--- src/rtl/n4_b2_minmax_tracker.sv ---
// Window-based running min/max tracker for 4-bit unsigned samples.
// A window opens on start, takes COUNT samples over a valid/ready
// handshake, then holds the result with done until the consumer acks.

// Unsigned 4-bit magnitude comparator built on a subtractor borrow.
module n4_b2_comparator (
    input  logic [3:0] a_i,
    input  logic [3:0] b_i,
    output logic       flag_gr_o,
    output logic       flag_eq_o,
    output logic       flag_lr_o
);

    logic [4:0] diff;

    // Extended subtraction: bit 4 is the borrow, set exactly when a < b.
    always_comb begin
        diff      = {1'b0, a_i} - {1'b0, b_i};
        flag_lr_o = diff[4];
        flag_eq_o = (diff[3:0] == 4'd0);
        flag_gr_o = ~diff[4] & (diff[3:0] != 4'd0);
    end

endmodule

module n4_b2_minmax_tracker #(
    parameter int COUNT = 8
) (
    input  logic       clock,
    input  logic       reset_,
    input  logic       start,
    input  logic       in_valid,
    output logic       in_ready,
    input  logic [3:0] x3_x0,
    output logic [3:0] max3_max0,
    output logic [3:0] min3_min0,
    output logic [3:0] n3_n0,
    output logic [3:0] ties3_ties0,
    output logic       done,
    input  logic       ack
);

    localparam logic [1:0] S_IDLE = 2'd0;
    localparam logic [1:0] S_RUN  = 2'd1;
    localparam logic [1:0] S_DONE = 2'd2;

    // Value of n on the accept that completes the window.
    localparam logic [3:0] LAST_N = 4'(COUNT - 1);

    logic [1:0] state_q, state_d;
    logic [3:0] max_q, max_d;
    logic [3:0] min_q, min_d;
    logic [3:0] n_q, n_d;
    logic [3:0] ties_q, ties_d;

    logic accept;
    logic max_gr, max_eq;
    logic min_lr;

    // Sample against the stored maximum: raise it or count a tie.
    n4_b2_comparator u_cmp_max (
        .a_i       (x3_x0),
        .b_i       (max_q),
        .flag_gr_o (max_gr),
        .flag_eq_o (max_eq),
        .flag_lr_o ()
    );

    // Sample against the stored minimum: lower it.
    n4_b2_comparator u_cmp_min (
        .a_i       (x3_x0),
        .b_i       (min_q),
        .flag_gr_o (),
        .flag_eq_o (),
        .flag_lr_o (min_lr)
    );

    // Handshake outputs depend on state only, never on in_valid.
    always_comb begin
        in_ready = (state_q == S_RUN);
        done     = (state_q == S_DONE);
        accept   = in_valid & in_ready;
    end

    // Next-state and datapath update.
    always_comb begin
        // NOTE: every _d gets a hold default first so no path leaves a
        // variable unassigned, which would otherwise infer a latch.
        state_d = state_q;
        max_d   = max_q;
        min_d   = min_q;
        n_d     = n_q;
        ties_d  = ties_q;

        case (state_q)
            S_IDLE: begin
                if (start) begin
                    state_d = S_RUN;
                    n_d     = 4'd0;
                    ties_d  = 4'd0;
                end
            end

            S_RUN: begin
                if (accept) begin
                    if (n_q == 4'd0) begin
                        max_d = x3_x0;
                        min_d = x3_x0;
                    end else begin
                        if (max_gr) max_d  = x3_x0;
                        if (min_lr) min_d  = x3_x0;
                        if (max_eq) ties_d = ties_q + 4'd1;
                    end
                    n_d = n_q + 4'd1;
                    if (n_q == LAST_N) state_d = S_DONE;
                end
            end

            S_DONE: begin
                if (ack) state_d = S_IDLE;
            end

            default: state_d = S_IDLE;
        endcase
    end

    // State registers with synchronous active-low reset overriding all inputs.
    always_ff @(posedge clock) begin
        // NOTE: non-blocking assignments so every register samples the
        // pre-edge values, independent of statement order.
        if (!reset_) begin
            state_q <= S_IDLE;
            max_q   <= 4'd0;
            min_q   <= 4'd0;
            n_q     <= 4'd0;
            ties_q  <= 4'd0;
        end else begin
            state_q <= state_d;
            max_q   <= max_d;
            min_q   <= min_d;
            n_q     <= n_d;
            ties_q  <= ties_d;
        end
    end

    assign max3_max0   = max_q;
    assign min3_min0   = min_q;
    assign n3_n0       = n_q;
    assign ties3_ties0 = ties_q;

endmodule
--- config.mk ---
export PLATFORM = sky130hd
export DESIGN_NAME = n4_b2_minmax_tracker
export DESIGN_NICKNAME = d
export VERILOG_FILES = /design/src/rtl/n4_b2_minmax_tracker.sv
export SDC_FILE = /design/constraint.sdc
export NUM_CORES = 1
export LEC_CHECK = 0
export CORE_MARGIN = 5
export CORE_UTILIZATION = 52
export CTS_CLUSTER_SIZE = 24
export DETAILED_ROUTE_END_ITERATION = 8
export HOLD_SLACK_MARGIN = 0.15
export PLACE_DENSITY_LB_ADDON = 0.1
export REMOVE_ABC_BUFFERS = 1
export SYNTH_ARGS = -nofsm -noshare
export SYNTH_HDL_FRONTEND = slang
export SYNTH_SLANG_ARGS = --single-unit
--- constraint.sdc ---
create_clock -name clock -period 3.6 [get_ports clock]
set_input_delay 0.9 -clock clock [delete_from_list [all_inputs] [get_ports clock]]
set_output_delay 0.9 -clock clock [all_outputs]
set_load 0.05 [all_outputs]
Word-level counts from Yosys, hierarchy flattened
Cells that the tools add are included.
Widths: inputs -> output; s select.
{ "word_totals": {"ff_bits": 18, "latchBits": 0, "ram_bits": 0, "rom_bits": 0, "output_inout_bits": 18, "word_cells": 49, "n_memories": 0} }
{ "op_classes": {"n_addsub": 4, "multipliers": 0, "div_mod_pow": 0, "n_lt_le_gt_ge": 0, "eq_ne": 9, "n_shift": 0, "muxes": 16, "bitwise_logic": 3, "reduce_logical": 12} }
{ "op_table": {"columns": ["op", "n"], "rows": [
  ["$mux 4", 9],
  ["$pmux 4 s2", 2],
  ["$sub 4x4->5", 2],
  ["$reduce_and 3->1", 3],
  ["$add 4x1->4 const B", 2],
  ["$logic_not 4->1", 2],
  ["$mux 2", 4],
  ["$ne 2x1->1 const B", 4],
  ["$pmux 2 s3", 1],
  ["$reduce_bool 2->1", 3],
  ["$reduce_and 5->1", 1],
  ["$eq 4x3->1 const B", 1],
  ["$ne 2x2->1 const B", 2],
  ["$reduce_and 4->1", 1],
  ["$reduce_bool 4->1", 1],
  ["$and 1x1->1", 2],
  ["$eq 2x1->1 const B", 1],
  ["$eq 2x2->1 const B", 1],
  ["$logic_not 2->1", 1],
  ["$not 1->1", 1]
]} }

Logic depth before layout (Yosys ltp)
Gate-level depths: netlist of the first run.
{ "logic_depth": {"word_depth": 6, "depth_mapped": 9} }

Hierarchy
From an unflattened synthesis of the first run, not the netlist that was laid out.
{ "unflattened": {"cells_unflattened": 134, "hier_area_um2": 1171.1} }
{ "by_module_without_submodules": {"columns": ["module", "instances", "cells_per_inst", "area_per_inst_um2", "seq_area_each_um2"], "rows": [
  ["n4_b2_minmax_tracker", 1, 94, 830.8, 360.3],
  ["n4_b2_comparator", 2, 20, 170.2, 0.0]
]} }

Worst setup path before layout of the first run
No wires, ideal clock.
{ "synth_path": {"kind": "input to register", "from": "input x3_x0[0]", "to": "register ties_q[0], in the netlist ties3_ties0[0]", "arrival_time_ns": 2.646, "required_ns": 3.530, "slack_ns": 0.884, "stages": 9, "n_path_buf": 0, "path_cell_list": "inv_1 -> ha_1 -> inv_1 -> fa_1 -> xor2_1 -> a211oi_2 -> nor2_1 -> or4_1 -> a21oi_1"} }
{ "synth_between": {"elab_chain_cells": 4} }
{ "synth_lines": {"columns": ["item", "line_no", "rtl"], "rows": [
  ["start: declaration", "34", "input logic [3:0] x3_x0,"],
  ["$sub 4x4->5", "18", "diff = {1'b0, a_i} - {1'b0, b_i};"],
  ["$logic_not 4->1", "20", "flag_eq_o = (diff[3:0] == 4'd0);"],
  ["$ne 2x1->1 (no source line)", null, null],
  ["$reduce_and 5->1 (no source line)", null, null],
  ["end signal: assignment", "142", "ties_q <= ties_d;"],
  ["end: declaration", "54", "logic [3:0] ties_q, ties_d;"]
]} }
Every way passes these cells.
A chain may end at the register's enable or synchronous reset.

Worst setup path in the final report of the first run
Ends and elaborated chain as after synthesis.

==> key figures, run 1 <==
Power
  – P per Cell Area: 313 nW/um^2
  – Leakage: 0.607 nW
  – Maximum VDD drop: 0.000212 V

Route
  – Post-DRT Antenna Nets: 0
  – Drt first pass iters: 4
  – Routed wire length per instance: 13.5 um
  – Drt drc: 0
  – Final WL: 2450 um
  – Initial drt markers: 14
  – Vias: 969
  – Vias/cell: 5.35

Timing
  – Max Fclk: 331 MHz
  – # setup viols final: 0
  – Max-slew headroom: 66.2%
  – Post-layout min period: 3.02 ns
  – RSZ-0062 raised after global routing: false
  – Final Slew Violations: 0
  – Worst Skew: 0.00847 ns
  – Tcrit/Tclk final: 83.9%
  – Setup tns final: 0 ns
  – WHS: 0.487 ns
  – Worst slew pin tran: 0.505 ns
  – Endpoints failing hold: 0

Cells and area
  – Layout Nets: 175
  – Layout cells sized above 1: 5.84%
  – Diodes inserted: 0
  – Commonest non-fill, non-tap cell in the layout: clkdlybuf4s50_1
  – # fillers: 153
  – Register Area: 360 um^2
  – Area delta synth->final: 29.9%
  – Area of the multi-input gates: 669 um^2
  – Commonest non-fill, non-tap cells in the layout: clkdlybuf4s50_1 (26), nand2_1 (21), dfxtp_1 (18), inv_1 (12), ha_1 (10)

Clock network
  – CTS tree: done
  – CTS Root Cell: clkbuf_4
  – Cts repair resizes: 0
  – Clk slew on worst S/H paths: 0.11 ns
  – Clock sinks: 18
  – Worst-Skew Late Latency: 0.30 ns
  – Hold Buf Count CTS: 0
  – Post-CTS setup repair buffer count: 0
  – Number of H-tree levels: 1
  – Max clock buf depth: 2
  – Num CTS Buffers: 3

Worst hold path
  – Min-Delay Path Class: flop to flop
  – Worst hold start: min3_min0[3]
  – WHS Path Cells: 2
  – Hold Path End: min3_min0[3]

Worst setup path
  – Critical-path cell with the highest stage delay: clkdlybuf4s50_1
  – Reg2reg setup slack: 1.32 ns
  – CP Class: input port to flop
  – Required @ worst endpoint: 3.85 ns
  – Crit path DAT: 3.27 ns
  – Reg2Reg Capture Point: ties3_ties0[0]
  – CP Max Fanout: 3
  – CP endpoint kind: flop
  – R2R depth: 8
  – Crit start category: input port
  – Critical-path cell list: clkdlybuf4s50_1, inv_1, ha_1, inv_1, fa_1, nor3b_1, and4_2, nor2_1, or4_1, a21oi_1
  – Most common cell type on the critical path: inv_1
  – Critical Path Max Stage Delay: 0.50 ns
  – Reg-to-Reg Start: max3_max0[0]

Floorplanning
  – Core area: 1980 um^2
  – DIE AREA: 3110 um^2
  – IO Count: 27
  – Die height: 55.7 um
  – Row cnt: 16
  – Chip width: 55.7 um
  – Starting density of the core: 54.9%

Synth
  – Number of synthesized flops with an enable pin: 0
  – Post-Synthesis Cells: 126
  – Cell variety after synth: 39
  – Main synth FF type: dfxtp_1
  – Flop and latch count out of synthesis: 18
  – Post-synthesis sequential area ratio: 33.1%
  – Synth Cell Area: 1090 um^2
  – FFs w/ async S/R, synth: 0%
  – Yosys warnings: 0
  – Syn Area/Cell: 8.63 um^2

Placed design
  – PortBufs: 26
  – GP Congestion: 0.880
  – DP HPWL: 2020 um

Global routing
  – Vias in the first global route: 956
  – Largest net degree at the start of global routing: 11
  – Grt ovf: 0
  – Overall Global Routing Usage: 16.8%
  – First-pass GRT wire length: 4280 um
  – Initial antenna violation count: 0

Run status
  – Outcome: finished clean

Job
  – Max-cap viol count: 0
[layer usage]
| layer | GRT usage (%) | part of all wire [%] | up-vias |
|---|---|---|---|
| li1 | - | - | 493 |
| met1 | 21.6 | 46 | 452 |
| met2 | 27.5 | 48 | 19 |
| met3 | 2.78 | 4.2 | 5 |
| met4 | 7.29 | 1.7 | 0 |
| met5 | 0 | 0 | - |
[kinds of logic after synthesis]
family | Yosys count | share of synthesized area [%]
mux | 8 | 7.37
xor+xnor | 4 | 3.22
buf+inv | 15 | 5.29
compound gates | 20 | 13.5
fa+ha+maj | 11 | 13.3
simple gates | 50 | 24.2
flops | 18 | 33.1
[metrics by stage]
step                util [%]  setup WS [ns]  instance area, um^2  cells  power [mW]
floorplan                  -          0.885                 1070    123       0.280
detailed placement      69.4          0.253                 1380    177       0.317
global route            71.3          0.387                 1410    181       0.465
global placement        69.4          0.340                 1380    177       0.314
CTS                     71.3          0.593                 1410    181       0.446
finish                  71.3          0.579                 1410    181       0.442
[state kept, by name, summed over array words and instances (netlist names)]
register,count
ties3_ties0,4
max3_max0,4
n3_n0,4
state_q,2
min3_min0,4
[cell usage after synthesis (2+ instances only)]
cell / instances / area [um^2]
xor2_1: 3 / 26.3
nor3b_1: 2 / 15.0
nand3b_1: 5 / 37.5
dfxtp_1: 18 / 360
nor2_1: 8 / 30.0
nand2_1: 21 / 78.8
o211a_1: 2 / 20.0
inv_1: 12 / 45.0
clkbuf_1: 2 / 7.51
ha_1: 10 / 125
nand3_1: 2 / 10.0
a21oi_1: 6 / 30.0
o21a_1: 2 / 15.0
mux2i_1: 8 / 80.1
[power by group]
part | internal (mW) | total, mW | leakage, nW | switching [mW]
Sequential | 0.205 | 0.210 | 0.146 | 0.00508
Clock | 0.0618 | 0.129 | 0.0210 | 0.0673
Combinational | 0.0409 | 0.103 | 0.440 | 0.0617
[layout make-up]
| class | instances | share of cell area (%) |
|---|---|---|
| flip-flops and latches | 18 | 25.5 |
| clock buffers | 4 | 2.57 |
| repair buffers | 27 | 19.0 |
| multi-input cells | 93 | 47.4 |
| inverters | 12 | 3.19 |
| well taps | 27 | 2.39 |
[critical path, delay by kind of cell]
family | cells | cell delay (ns)
buffers and inverters | 3 | 0.62
adder cells (fa/ha/maj) | 2 | 0.61
AO/OA/AOI/OAI | 1 | 0.14
AND/OR/NAND/NOR | 4 | 1.00
[worst max-delay path by stage]
stage | start | end | slack (ns) | cells past startpoint
after floorplan | x3_x0[0] | ties3_ties0[0] | 0.88 | 9
after global placement | x3_x0[0] | ties3_ties0[0] | 0.34 | 10
after detailed placement | x3_x0[0] | ties3_ties0[0] | 0.25 | 10
after CTS | x3_x0[0] | ties3_ties0[0] | 0.59 | 10
after global routing | x3_x0[0] | ties3_ties0[0] | 0.39 | 10
final | x3_x0[0] | ties3_ties0[0] | 0.58 | 10
(Power assumes the default switching activity.)
==> run 2, diff against run 1 <==
--- a/config.mk
+++ b/config.mk
@@ -6,7 +6,7 @@
 export NUM_CORES = 1
 export LEC_CHECK = 0
 export CORE_MARGIN = 5
-export CORE_UTILIZATION = 52
+export CORE_UTILIZATION = 48
 export CTS_CLUSTER_SIZE = 24
 export DETAILED_ROUTE_END_ITERATION = 8
 export HOLD_SLACK_MARGIN = 0.15
==> constraint.sdc (replaced) <==
create_clock -name clock -period 3 [get_ports clock]
set_input_delay 0.75 -clock clock [delete_from_list [all_inputs] [get_ports clock]]
set_output_delay 0.75 -clock clock [all_outputs]
set_load 0.05 [all_outputs]
==> run 2 against run 1 <==
- die area rose by 6.8%
- clock power up 20%
- final area rose by 3.5%
- cell count is 3.3% higher
- critical endpoint unchanged
- largest power group unchanged
==> key figures, run 2 (synthesis results as in run 1) <==
Floorplanning
  – Core area: 2190 um^2 (was 1980 um^2)
  – IO Count: 27 (unchanged)
  – Die height: 57.6 um (was 55.7 um)
  – DIE AREA: 3320 um^2 (was 3110 um^2)
  – Starting density of the core: 49.6% (was 54.9%)
  – Chip width: 57.6 um (was 55.7 um)
  – Row cnt: 17 (was 16)

Timing
  – Max Fclk: 341 MHz
  – # setup viols final: 0 (unchanged)
  – Post-layout min period: 2.93 ns
  – RSZ-0062 raised after global routing: true (was false)
  – Endpoints failing hold: 0 (unchanged)
  – Worst slew pin tran: 0.533 ns (was 0.505 ns)
  – Max-slew headroom: 64.3% (was 66.2%)
  – Worst Skew: 0.00106 ns (was 0.00847 ns)
  – Tcrit/Tclk final: 97.8%
  – Final Slew Violations: 0 (unchanged)

Worst setup path
  – Reg2reg setup slack: 0.69 ns (was 1.32 ns)
  – Required @ worst endpoint: 3.24 ns (was 3.85 ns)
  – Most common cell type on the critical path: inv_1 (unchanged)
  – CP bufs+invs: 3 (unchanged)
  – CP endpoint kind: flop (unchanged)
  – Crit start category: input port (unchanged)
  – CP Class: input port to flop (unchanged)
  – CP Max Fanout: 3 (unchanged)
  – Crit path DAT: 3.17 ns (was 3.27 ns)
  – Largest delay share family, worst path: simple AND/OR/NAND/NOR gates (unchanged)
  – Critical-path cell list: clkdlybuf4s50_1, inv_1, ha_1, inv_1, fa_1, nand3b_1, a211oi_2, nor2_1, or4_1, a21oi_2 (was clkdlybuf4s50_1, inv_1, ha_1, inv_1, fa_1, nor3b_1, and4_2, nor2_1, or4_1, a21oi_1)
  – Critical-path cell with the highest stage delay: or4_1 (was clkdlybuf4s50_1)
  – Critical Path Max Stage Delay: 0.49 ns (was 0.50 ns)

Route
  – Vias: 993 (was 969)
  – Vias/cell: 5.31 (was 5.35)
  – Initial drt markers: 31 (was 14)
  – Drt drc: 0 (unchanged)
  – Post-DRT Antenna Nets: 0 (unchanged)
  – Final WL: 2420 um (was 2450 um)
  – Drt first pass iters: 4 (unchanged)
  – Routed wire length per instance: 12.9 um (was 13.5 um)

Placed design
  – DP HPWL: 2010 um (was 2020 um)
  – GP Congestion: 0.816 (was 0.880)
  – PortBufs: 26 (unchanged)
  – Placed cell area: 1410 um^2 (was 1380 um^2)

Global routing
  – Overall Global Routing Usage: 15.8% (was 16.8%)
  – GRT Max-Usage Layer: met2 (unchanged)
  – Initial antenna violation count: 0 (unchanged)
  – Grt ovf: 0 (unchanged)
  – Vias in the first global route: 948 (was 956)
  – GR Util met1: 20.7% (was 21.6%)
  – Largest net degree at the start of global routing: 12 (was 11)
  – M3 GR Usage: 2.26% (was 2.78%)
  – First-pass GRT wire length: 4110 um (was 4280 um)
  – Grt met2 use: 25.0% (was 27.5%)

Cells and area
  – Area delta synth->final: 34.5% (was 29.9%)
  – # fillers: 185 (was 153)
  – Commonest non-fill, non-tap cells in the layout: clkdlybuf4s50_1 (26), nand2_1 (20), dfxtp_1 (18), inv_1 (12), ha_1 (10) (was clkdlybuf4s50_1 (26), nand2_1 (21), dfxtp_1 (18), inv_1 (12), ha_1 (10))
  – Diodes inserted: 0 (unchanged)
  – Layout Utilization: 66.8% (was 71.3%)
  – Layout Nets: 180 (was 175)
  – Commonest non-fill, non-tap cell in the layout: clkdlybuf4s50_1 (unchanged)
  – Register Area: 360 um^2 (unchanged)
  – Area of the multi-input gates: 681 um^2 (was 669 um^2)
  – Layout cells sized above 1: 10.7% (was 5.84%)
  – Final Cell Area: 1460 um^2 (was 1410 um^2)

Power
  – Combinational power share: 24.1% (was 23.2%)
  – P_sw: 162 uW (was 134 uW)
  – P per Cell Area: 366 nW/um^2 (was 313 nW/um^2)
  – Overall power: 535 uW (was 442 uW)
  – Maximum VDD drop: 0.000213 V (was 0.000212 V)
  – Pint: 373 uW (was 308 uW)
  – Clk pwr share: 28.9% (was 29.2%)
  – Leakage: 0.634 nW (was 0.607 nW)
  – Sw Ratio: 30.3% (about the same)
  – Seq pwr share: 47.1% (was 47.6%)

Clock network
  – CTS Root Cell: clkbuf_4 (unchanged)
  – Clk slew on worst S/H paths: 0.11 ns (about the same)
  – Number of H-tree levels: 1 (unchanged)
  – CTS tree: done (unchanged)
  – Worst-Skew Late Latency: 0.29 ns (was 0.30 ns)
  – Num CTS Buffers: 3 (unchanged)
  – Max clock buf depth: 2 (unchanged)
  – Clock sinks: 18 (unchanged)

Run status
  – Outcome: finished clean (unchanged)

Job
  – Max-cap viol count: 0 (unchanged)

Worst hold path
  – Min-Delay Path Class: flop to flop (unchanged)
## run 2: changes by cell type in the layout (fill, tap and decap cells not counted)
cell	previous run	this run
a21oi_2	0	1
buf_4	1	6
nand2_1	21	20
nand2_2	0	1
nor3b_2	0	1
nor3b_1	2	1
a21oi_1	6	5
## run 2: power by group through the flow
stage | registers [mW] | logic, mW | clock network [mW]
2_1_floorplan | 0.277 | 0.0584 | 0
3_3_place_gp | 0.257 | 0.122 | 0
3_5_place_dp | 0.257 | 0.126 | 0
4_1_cts | 0.252 | 0.127 | 0.160
5_1_grt | 0.253 | 0.140 | 0.173
6_report | 0.252 | 0.129 | 0.155
## run 2: tightest hold or removal path: cells and delay by family (launching register included)
family / cells / cell delay, ns
flops: 1 / 0.33
mux: 1 / 0.06
simple gates: 1 / 0.05
## run 2: routing by layer
metal	vias up	share of wire [%]
met5	-	0
met4	0	2.3
met3	6	5.3
met2	29	46
met1	459	46
li1	499	-
## run 2: final timing paths
check              endpoint  depth (start not counted)    startpoint
max          ties3_ties0[0]                         10      x3_x0[0]
min            max3_max0[1]                          2  max3_max0[1]
max reg2reg  ties3_ties0[0]                          8  max3_max0[0]
min reg2reg    max3_max0[1]                          2  max3_max0[1]
## run 2: area by class of cell
cell class              instances  share of cell area, %
flip-flops and latches         18                   24.6
well taps                      28                   2.40
clock buffers                   4                   2.48
repair buffers                 32                   20.9
multi-input cells              93                   46.5
inverters                      12                   3.08
## run 2: through the flow
| stage | setup WS, ns | hold slack [ns] | setup TNS (ns) | std cells |
|---|---|---|---|---|
| 2_1_floorplan | 0.435 | 0.658 | 0 | 123 |
| 3_3_place_gp | -0.0949 | 0.460 | -0.182 | 182 |
| 5_1_grt | -0.0364 | 0.510 | -0.0364 | 187 |
| 3_5_place_dp | -0.222 | 0.467 | -0.942 | 182 |
| 6_report | 0.0655 | 0.482 | 0 | 187 |
| 4_1_cts | 0.0999 | 0.483 | 0 | 186 |
## run 2: timing repair
item / CTS / global route
hold buffers: 0 / 0
endpoints found under the setup margin: 0 / 2
buffers inserted: 0 / 1
resized for setup: 0 / 3
endpoints found under the hold margin: 0 / 0
